--- src/rtl/reg_skid_reader.sv ---
// Two-entry registered skid buffer: IN_READY, OUT_VALID and DOUT all come straight from flops.
// Optional occupancy output LEVEL is enabled by defining SKID_LEVEL_EN.
module reg_skid_reader #(
  parameter int DATA_WIDTH = 24
) (
  input  logic                  CLK,
  input  logic                  ARST,
  input  logic                  IN_VALID,
  output logic                  IN_READY,
  input  logic [DATA_WIDTH-1:0] DIN,
  output logic                  OUT_VALID,
  input  logic                  OUT_READY,
  output logic [DATA_WIDTH-1:0] DOUT
`ifdef SKID_LEVEL_EN
  ,
  output logic [1:0]            LEVEL
`endif
);

  typedef enum logic [1:0] {
    EMPTY = 2'd0,
    BUSY  = 2'd1,
    FULL  = 2'd2
  } state_t;

  state_t                  state_r;
  state_t                  state_n;
  logic [DATA_WIDTH-1:0]   main_r;
  logic [DATA_WIDTH-1:0]   main_n;
  logic [DATA_WIDTH-1:0]   skid_r;
  logic [DATA_WIDTH-1:0]   skid_n;
  logic                    in_ready_r;
  logic                    out_valid_r;
  logic                    in_fire_s;
  logic                    out_fire_s;

  // Fires use only the registered handshake flags, so no input reaches an output combinationally.
  assign in_fire_s  = IN_VALID & in_ready_r;
  assign out_fire_s = out_valid_r & OUT_READY;

  // Next-state and datapath selection.
  always_comb begin
    state_n = state_r;
    main_n  = main_r;
    skid_n  = skid_r;
    case (state_r)
      EMPTY: begin
        if (in_fire_s) begin
          state_n = BUSY;
          main_n  = DIN;
        end else begin
          state_n = EMPTY;
        end
      end
      BUSY: begin
        if (in_fire_s && out_fire_s) begin
          main_n = DIN;
        end else if (in_fire_s) begin
          state_n = FULL;
          skid_n  = DIN;
        end else if (out_fire_s) begin
          state_n = EMPTY;
        end else begin
          state_n = BUSY;
        end
      end
      FULL: begin
        if (out_fire_s) begin
          state_n = BUSY;
          main_n  = skid_r;
        end else begin
          state_n = FULL;
        end
      end
      default: begin
        state_n = EMPTY;
      end
    endcase
  end

  // State, storage and the handshake flags, the latter pre-decoded from the next state.
  always_ff @(posedge CLK or posedge ARST) begin
    if (ARST) begin
      state_r     <= EMPTY;
      main_r      <= {DATA_WIDTH{1'b0}};
      skid_r      <= {DATA_WIDTH{1'b0}};
      in_ready_r  <= 1'b1;
      out_valid_r <= 1'b0;
    end else begin
      state_r     <= state_n;
      main_r      <= main_n;
      skid_r      <= skid_n;
      in_ready_r  <= (state_n != FULL);
      out_valid_r <= (state_n != EMPTY);
    end
  end

  assign IN_READY  = in_ready_r;
  assign OUT_VALID = out_valid_r;
  assign DOUT      = main_r;

`ifdef SKID_LEVEL_EN
  logic [1:0] level_r;

  // Occupancy count, updated on the same edge as the state.
  always_ff @(posedge CLK or posedge ARST) begin
    if (ARST) begin
      level_r <= 2'd0;
    end else begin
      case (state_n)
        EMPTY:   level_r <= 2'd0;
        BUSY:    level_r <= 2'd1;
        FULL:    level_r <= 2'd2;
        default: level_r <= 2'd0;
      endcase
    end
  end

  assign LEVEL = level_r;
`endif

endmodule
--- config.mk ---
export PLATFORM = sky130hd
export DESIGN_NAME = reg_skid_reader
export DESIGN_NICKNAME = d
export VERILOG_FILES = /design/src/rtl/reg_skid_reader.sv
export SDC_FILE = /design/constraint.sdc
export NUM_CORES = 1
export LEC_CHECK = 0
export CORE_ASPECT_RATIO = 0.7
export CORE_MARGIN = 2
export CORE_UTILIZATION = 52
export CTS_BUF_LIST = sky130_fd_sc_hd__clkbuf_8
export CTS_CLUSTER_SIZE = 14
export DETAILED_ROUTE_END_ITERATION = 8
export PLACE_DENSITY = 0.9
export SLEW_MARGIN = 20
export SYNTH_ARGS = -nofsm -noshare
export SYNTH_HDL_FRONTEND = slang
export SYNTH_SLANG_ARGS = --single-unit
--- constraint.sdc ---
create_clock -name CLK -period 2.4 [get_ports CLK]
set_clock_uncertainty 0.15 [all_clocks]
set_input_delay 0.6 -clock CLK [delete_from_list [all_inputs] [get_ports CLK]]
set_output_delay 0.6 -clock CLK [all_outputs]
set_load 0.01 [all_outputs]
==> qor.txt <==
Layout cells sized above 1 -> 44.8%
Rows -> 20
P_leak -> 1.45 nW
Critical-path cell list -> clkdlybuf4s50_1
Max_cap viols -> 0
Commonest non-fill, non-tap cells in the layout -> clkdlybuf4s50_1, dfrtp_1, mux2_4
Netlist cell types -> 22
CTS resizes -> 0
Grt ovf -> 0
CP endpoint kind -> output port
CP max FO -> 4
Routed length per instance -> 18.5 um
Cell area after layout -> 3200 um2
Slowest-stage cell, CP -> dfstp_2
Vias per std cell -> 5.41
Synth warnings -> 0
Pwr dens -> 1330 nW/um2
Number of global-route vias before repair -> 1641
Slew Limit Fails -> 0
Ranking of synthesized cells by area -> dfrtp_1, mux2_4, mux2_2
Final nets -> 237
Clock sink count -> 52
CP bufs+invs -> 1
CTS H-tree depth -> 2
Mapped cell area -> 2470 um2
Period utilization -> 90.1%
Syn Nets -> 176
Root Buffer -> clkbuf_8
Crit Path Class -> flop to output port
Clock tree from TritonCTS -> yes
Most common cell after layout, fill and taps aside -> clkdlybuf4s50_1
First-pass detailed-route iteration total -> 4
Worst hold path type -> primary input to asynchronous set/reset pin
Maximum root-to-sink buffer count -> 2
Area share of the largest cell type after synthesis -> 51.6%
Antenna violations before repair -> 0
Mapped Avg Cell Area -> 16.7 um2
Initial DRC count -> 41
Die ar. -> 5330 um2
Mux share of post-synthesis cell area -> 38.9%
Tmin final -> 2160 ps
CP top delay family -> flip-flops
Largest family of logic cells by synthesized area -> multiplexers
Setup-failing EPs final -> 0
Post-CTS Setup Inserts -> 0
Post-Synth Simple-Gate Area -> 1.97%
Adder-cell share of the synthesized area -> 0%
Dpl hpwl -> 3.61 mm
Antenna viol nets, final -> 0
FF+latch area -> 1300 um2
Residual DRC -> 0
Slew HR -> 74.5%
Cells after Synth -> 148
Data required, critical path -> 1650 ps
ANT cells -> 0
Area after DPL -> 3100 um2
Io pins -> 54
Pin count of the biggest net entering global routing -> 32
CTS Buf Count -> 5
Buffers on Ports -> 53
FILL cells -> 290
Global-route wire length before repair -> 7.89 mm
Hold WS -> 348 ps
Worst-Margin Slew -> 382 ps
VDD IR-drop max -> 0.593 mV
Chip height -> 61.7 um
Leading area contributor after synthesis -> dfrtp_1
Worst-Skew Late Latency -> 300 ps
Footprint of the multi-input gates -> 1080 um2
RSZ-0062 raised after global routing -> no
#FFs+latches synth -> 52
Gr usage total -> 19.8%
Critical path arrival -> 1410 ps
Reg clk slew, reported paths -> 90 ps
XOR/XNOR share of the synthesized area -> 0%
Setup WS post-layout -> 238 ps
Seq/Total Area, Yosys -> 52.7%
Core Footprint -> 4450 um2
Final GP Congestion -> 0.808
F_max -> 0.463 GHz
CP max stage delay -> 560 ps
Hold Fails Final Rpt -> 0
CP Launch Type -> flop
Status -> finished, final reports clean
Routed WL -> 4.90 mm
Hold_buf cts -> 0
Fin Setup TNS -> 0 ps
Setup WS pre-CTS -> 58.2 ps
Syn-to-layout area delta -> 29.2%
Die width -> 86.4 um
Complex-gate fraction of the synthesized area -> 2.73%
Vias -> 1433
Initial core utilization -> 55.5%
==> power breakdown <==
part	leakage [nW]	internal, mW	switching, mW
registers	0.614	1.34	0.287
clock network	0.0486	0.231	0.284
logic	0.789	1.37	0.726
==> metrics by stage <==
| stage | utilization, % | power, mW | std cells |
|---|---|---|---|
| floorplan | - | 2.96 | 148 |
| global placement | 69.6 | 3.62 | 257 |
| detailed placement | 69.6 | 3.74 | 257 |
| CTS | 71.7 | 4.27 | 265 |
| global route | 71.7 | 4.46 | 265 |
| finish | 71.7 | 4.24 | 265 |
==> cell families (layout without fill, tap and decap cells) <==
| group | after synthesis | after routing |
|---|---|---|
| muxes | 73 | 73 |
| DFF | 52 | 52 |
| buffers and inverters | 9 | 71 |
| and+or+nand+nor | 8 | 8 |
| AOI/OAI and AO/OA | 6 | 6 |
==> flip-flops by register name, indices dropped and copies added (netlist names) <==
name	count
state_r	2
OUT_VALID	1
DOUT	24
IN_READY	1
skid_r	24
==> synth_stat cells (all sizes together) <==
cell,instances
o22ai,1
nand2b,1
dfstp,1
and2,1
a21o,1
o21ai,1
nand2,3
buf,7
dfrtp,51
o211ai,1
nand3b,1
a2bb2oi,1
mux2i,1
inv,2
a21boi,1
and3b,1
nand3,1
mux2,72
==> cell type report <==
cell class / instances / share of cell area [%]
Inverter: 2 / 0.235
Tap cell: 55 / 2.15
Multi-Input combinational cell: 87 / 33.9
Timing Repair Buffer: 61 / 20.0
Sequential cell: 52 / 40.8
Clock buffer: 6 / 2.58
Clock inverter: 2 / 0.352
==> worst paths after layout <==
kind                                         from                      to  slack, ps  cells after the start
max in group asynchronous                    ARST      IN_READY$_DFF_PP1_       1240                      3
hold reg to reg            skid_r[13]$_DFFE_PP0P_  skid_r[13]$_DFFE_PP0P_        360                      1
hold / removal                               ARST  skid_r[11]$_DFFE_PP0P_        350                      2
min in group CLK           skid_r[13]$_DFFE_PP0P_  skid_r[13]$_DFFE_PP0P_        360                      1
setup reg to reg             state_r[1]$_DFF_PP0_    DOUT[23]$_DFFE_PP0P_        490                      4
setup / recovery               IN_READY$_DFF_PP1_                IN_READY        240                      1
==> per-layer routing <==
layer | share of wire (%) | vias to the layer above | routed length [um] | GRT usage [%]
met1 | 44 | 753 | 2170 | 24.6
li1 | - | 646 | - | -
met4 | 1.1 | 0 | 55 | 8.71
met2 | 52 | 30 | 2530 | 35.4
met5 | 0 | - | 0 | 0
met3 | 2.8 | 4 | 136 | 3.17
(Power assumes the default switching activity.)
